`src/rtl/key_pkg.sv`:
```
// Shared constants and helpers for the multi-key event engine.
// Holds the short simulation cycle counts and the ms-to-cycles conversion.
package key_pkg;

  localparam int SIM_DB_CYC   = 500;
  localparam int SIM_LONG_CYC = 2000;
  localparam int SIM_REP_CYC  = 1000;

  // Divide before multiplying so large clocks and long hold times stay in int range.
  function automatic int ms_to_cyc(input int clk_hz, input int ms);
    return (clk_hz / 1000) * ms;
  endfunction

  function automatic int max3(input int a, input int b, input int c);
    int m;
    m = (a > b) ? a : b;
    return (m > c) ? m : c;
  endfunction

endpackage

```
`src/rtl/key_channel.sv`:
```
// One key: 2-flop synchroniser, debounce, then press/release/long/repeat events.
// deb is the debounced level; key_level is deb delayed one cycle so the pulses align with it.
module key_channel
  import key_pkg::*;
#(
  parameter int DB_CYC    = SIM_DB_CYC,
  parameter int LONG_CYC  = SIM_LONG_CYC,
  parameter int REP_CYC   = SIM_REP_CYC,
  parameter int REPEAT_EN = 1,
  parameter int CW        = 12
) (
  input  logic clk,
  input  logic rst,
  input  logic key_n,
  output logic key_level,
  output logic key_press,
  output logic key_release,
  output logic key_long,
  output logic key_repeat
);

  localparam logic [CW-1:0] DB_LAST   = CW'(DB_CYC - 1);
  localparam logic [CW-1:0] LONG_LAST = CW'(LONG_CYC - 1);
  localparam logic [CW-1:0] LONG_VAL  = CW'(LONG_CYC);
  localparam logic [CW-1:0] REP_LAST  = CW'(LONG_CYC + REP_CYC - 1);

  logic          sync1, sync2, deb;
  logic [CW-1:0] db_cnt, hold_cnt;

  always_ff @(posedge clk) begin
    if (rst) begin
      sync1       <= 1'b1;
      sync2       <= 1'b1;
      deb         <= 1'b0;
      db_cnt      <= '0;
      hold_cnt    <= '0;
      key_level   <= 1'b0;
      key_press   <= 1'b0;
      key_release <= 1'b0;
      key_long    <= 1'b0;
      key_repeat  <= 1'b0;
    end else begin
      sync1 <= key_n;
      sync2 <= sync1;

      if (~sync2 != deb) begin
        if (db_cnt == DB_LAST) begin
          deb    <= ~deb;
          db_cnt <= '0;
        end else begin
          db_cnt <= db_cnt + 1'b1;
        end
      end else begin
        db_cnt <= '0;
      end

      key_level   <= deb;
      key_press   <= deb & ~key_level;
      key_release <= ~deb & key_level;
      key_long    <= 1'b0;
      key_repeat  <= 1'b0;

      // Requiring deb as well keeps long/repeat out of the release cycle.
      if (deb && key_level) begin
        if (hold_cnt == LONG_LAST) begin
          hold_cnt <= LONG_VAL;
          key_long <= 1'b1;
        end else if (hold_cnt == REP_LAST) begin
          hold_cnt   <= LONG_VAL;
          key_repeat <= (REPEAT_EN != 0);
        end else if (hold_cnt < LONG_VAL || REPEAT_EN != 0) begin
          hold_cnt <= hold_cnt + 1'b1;
        end
      end else begin
        hold_cnt <= '0;
      end
    end
  end

endmodule

```
`src/rtl/multi_key_event_engine.sv`:
```
// Multi-key debounce and event engine: derives cycle counts and replicates
// one key_channel per key.
module multi_key_event_engine
  import key_pkg::*;
#(
  parameter int NUM_KEYS    = 3,
  parameter int CLK_FREQ_HZ = 50_000_000,
  parameter int DEBOUNCE_MS = 20,
  parameter int LONG_MS     = 1000,
  parameter int REPEAT_MS   = 200,
  parameter int REPEAT_EN   = 1,
  parameter int SIMULATION  = 0
) (
  input  logic                clk,
  input  logic                rst,
  input  logic [NUM_KEYS-1:0] key_n,
  output logic [NUM_KEYS-1:0] key_level,
  output logic [NUM_KEYS-1:0] key_press,
  output logic [NUM_KEYS-1:0] key_release,
  output logic [NUM_KEYS-1:0] key_long,
  output logic [NUM_KEYS-1:0] key_repeat
);

  localparam int DB_CYC   = (SIMULATION != 0) ? SIM_DB_CYC   : ms_to_cyc(CLK_FREQ_HZ, DEBOUNCE_MS);
  localparam int LONG_CYC = (SIMULATION != 0) ? SIM_LONG_CYC : ms_to_cyc(CLK_FREQ_HZ, LONG_MS);
  localparam int REP_CYC  = (SIMULATION != 0) ? SIM_REP_CYC  : ms_to_cyc(CLK_FREQ_HZ, REPEAT_MS);
  localparam int CW       = $clog2(max3(DB_CYC, LONG_CYC, REP_CYC)) + 1;

  for (genvar g = 0; g < NUM_KEYS; g++) begin : g_ch
    key_channel #(
      .DB_CYC   (DB_CYC),
      .LONG_CYC (LONG_CYC),
      .REP_CYC  (REP_CYC),
      .REPEAT_EN(REPEAT_EN),
      .CW       (CW)
    ) u_ch (
      .clk        (clk),
      .rst        (rst),
      .key_n      (key_n[g]),
      .key_level  (key_level[g]),
      .key_press  (key_press[g]),
      .key_release(key_release[g]),
      .key_long   (key_long[g]),
      .key_repeat (key_repeat[g])
    );
  end

endmodule

```
`config.mk`:
```
export PLATFORM = sky130hd
export DESIGN_NAME = multi_key_event_engine
export DESIGN_NICKNAME = d
export VERILOG_FILES = /design/src/rtl/key_pkg.sv /design/src/rtl/key_channel.sv /design/src/rtl/multi_key_event_engine.sv
export SDC_FILE = /design/constraint.sdc
export NUM_CORES = 1
export LEC_CHECK = 0
export CORE_AREA = 4 4 188 190
export DETAILED_ROUTE_END_ITERATION = 8
export DIE_AREA = 0 0 192 194
export GPL_ROUTABILITY_DRIVEN = 0
export PLACE_DENSITY = 0.36
export SLEW_MARGIN = 20
export SYNTH_ARGS = -nofsm -noshare
export SYNTH_HDL_FRONTEND = slang
export SYNTH_HIERARCHICAL = 1
export SYNTH_SLANG_ARGS = --single-unit
```
`constraint.sdc`:
```
create_clock -name clk -period 3 [get_ports clk]
set_clock_uncertainty 0.2 [all_clocks]
set_input_delay 0.3 -clock clk [delete_from_list [all_inputs] [get_ports clk]]
set_output_delay 0.3 -clock clk [all_outputs]
set_load 0.05 [all_outputs]
```
==> flow_summary.toml <==
[outcome]
outcome = "complete, no violations"

[global_routing]
grt_pass1_wl_um = 30500
antenna_found_initial = 0
grt_usage_pct = 9.96
grt_max_degree = 24
grt_pass1_vias = 6021
grt_overflow_total = 0

[floorplan]
row_count = 67
core_sq_um = 33400
die_x_um = 192
initial_utilization_pct = 25.0
die_h_um = 194
io_pins = 20
die_area_sq_um = 37200

[final_layout]
area_delta_synth_final_pct = 13.7
finalNonFillerCells = 1402
mostFrequentLayoutCells = "dfxtp_1 (186), nor2_1 (147), xor2_1 (81), xnor2_1 (66), nand2_1 (60)"
fin_nets = 953
final_util_pct = 28.4
layout_commonest_cell = "dfxtp_1"
drive_above_1_share_pct = 8.91
diodes = 0
fillers = 3569

[yosys]
ys_ff_latch = 186
synthArstFlopShare_pct = 0
synth_fp_nets = 938
synth_cell_type_count = 36
syn_inst = 927
synth_edf_count = 0
syn-cell-area_sq_um = 8360
synth_top_cell_by_area = "dfxtp_1"
synth_flop_cell = "dfxtp_1"
avgSynthCellArea_sq_um = 9.02
synth_top_area_share_pct = 44.5
synth_seq_area_share_pct = 44.5
synthTopCellsByArea = "dfxtp_1 (45%), xor2_1 (8.5%), xnor2_1 (6.9%)"
yosysWarnings = 6

[run]
cap_violations = 0

[power]
pwr_density_cell_nw_per_um2 = 507
power.leakage_nw = 2.93
ir_worst_vdd_mv = 0.383

[critical_path]
crit_required_ps = 3080
crit_fanout = 15
end_kind = "flip-flop"
cp_slowest_cell = "or3_1"
worstSetupPathType = "flip-flop to flip-flop"
crit_arrival_ps = 2480
startpoint_type = "flip-flop"
path_cells = "ha_1, and3_1, nand3_1, nor3_1, or3_1, nor2_1"
cpPeakStageDelay_ps = 580
worstRegToRegCells = 6

[sta]
slew-limit-headroom_pct = 53.1
max_freq_ghz = 0.418
setup_viol = 0
period_share_pct = 79.8
worstMarginPinSlew_ps = 700
fin_hold_ws_ps = 205
period_minus_slack_ps = 2390
drv_slew = 0
rsz0062_at_grt = "false"
fin_ws_ps = 606
tns_ps = 0
timing_hold_violations_final = 0

[min_path]
min_path_cells = 1
hp-class = "flip-flop to flip-flop"

[drt]
drt-pass1-iter-count = 4
via_count = 6119
drtIter0Drc = 245
wire_per_inst_um = 12.7
antenna_left = 0
drc_errors = 0
totalWireLength_um = 17800
via_per_inst = 4.36

[clock_network]
clock_latency_ps = 430
hold_buffers = 0
clock_path_buffers = 2
postCtsSetupBuffers = 0
cts_buffers = 17
cts-resized-gates = 0
h-tree-depth = 4
cts-root-buf = "clkbuf_16"
cts_tree = "yes"
clk_pin_slew_worst_paths_ps = 70
cts_sinks = 186

[place]
dp.cells = 1371
dp_slack_ps = 572
hpwlAfterDp_um = 12100
portBuffers = 19
==> state kept, by name, summed over array words and instances (netlist names) <==
name	cells
g_ch.u_ch/key_level	3
g_ch.u_ch/db_cnt	81
g_ch.u_ch/hold_cnt	81
g_ch.u_ch/sync2	3
g_ch.u_ch/sync1	3
g_ch.u_ch/key_repeat	3
g_ch.u_ch/key_press	3
g_ch.u_ch/key_long	3
g_ch.u_ch/key_release	3
g_ch.u_ch/deb	3
==> through the flow <==
stage                     cell area (sq um)  power [W]
final                                  9510    0.00482
after global routing                   9510    0.00504
after CTS                              9510    0.00493
after detailed placement               8910    0.00256
after global placement                 8910    0.00256
after floorplan                        8360    0.00255
==> power breakdown <==
part	internal, W	total (W)	switching [W]
registers	0.00247	0.00248	0.00000298
logic	0.0000112	0.0000278	0.0000165
clock network	0.00132	0.00231	0.000998
==> worst max-delay path, delay by kind of cell, from the launching register on <==
family	cells	cell delay, ps
and+or+nand+nor	5	1490
adders and majority gates	1	190
DFF	1	380
==> synth_stat cells, types with 9 or more instances <==
library cell	instances
dfxtp_1	186
nor2_1	147
xor2_1	81
xnor2_1	66
nand2_1	60
nand3_1	57
nand4_1	36
nor4_1	36
and3_1	30
a21oi_1	27
inv_1	24
nor2_2	21
nor3_1	21
and4_1	18
nor2b_1	12
or2_2	12
buf_6	9
clkbuf_1	9
==> cell type report <==
class                           count  area, sq um  share of cell area, %
Clock buffer                       18          429                   4.51
Clock inverter                     13          168                   1.76
Inverter                           24         90.1                  0.947
Multi-Input combinational cell    687         4290                   45.2
Sequential cell                   186         3720                   39.2
Tap cell                          448          561                   5.90
Timing Repair Buffer               26          243                   2.55
==> layer usage <==
layer  vias to the layer above  wire length, um  track usage (%)  share of wire, %
met5                         -                0                0                 0
met3                        10              522             2.70               2.9
met4                         0              179             2.72               1.0
li1                       3198                -                -                 -
met1                      2860             9250             13.9                52
met2                        51             7810             15.2                44
==> cell families after synthesis <==
kind of cell | Yosys count | synth area share, %
AOI/OAI and AO/OA | 33 | 2.06
xor gates and xnor gates | 147 | 15.4
adders and majority gates | 6 | 0.898
buffers and inverters | 54 | 4.13
DFF | 186 | 44.5
muxes | 3 | 0.404
and+or+nand+nor | 498 | 32.6
==> worst paths after layout <==
| path | from | to | slack (ps) |
|---|---|---|---|
| worst max register to register | g_ch[1].u_ch/hold_cnt[0]$_SDFF_PP0_ | g_ch[1].u_ch/hold_cnt[5]$_SDFF_PP0_ | 610 |
| worst max-delay path | g_ch[1].u_ch/hold_cnt[0]$_SDFF_PP0_ | g_ch[1].u_ch/hold_cnt[5]$_SDFF_PP0_ | 610 |
| worst min register to register | g_ch[1].u_ch/sync1$_SDFF_PP1_ | g_ch[1].u_ch/sync2$_SDFF_PP1_ | 200 |
| worst min-delay path | g_ch[1].u_ch/sync1$_SDFF_PP1_ | g_ch[1].u_ch/sync2$_SDFF_PP1_ | 200 |
No activity file was read; power rests on OpenSTA's default activity.
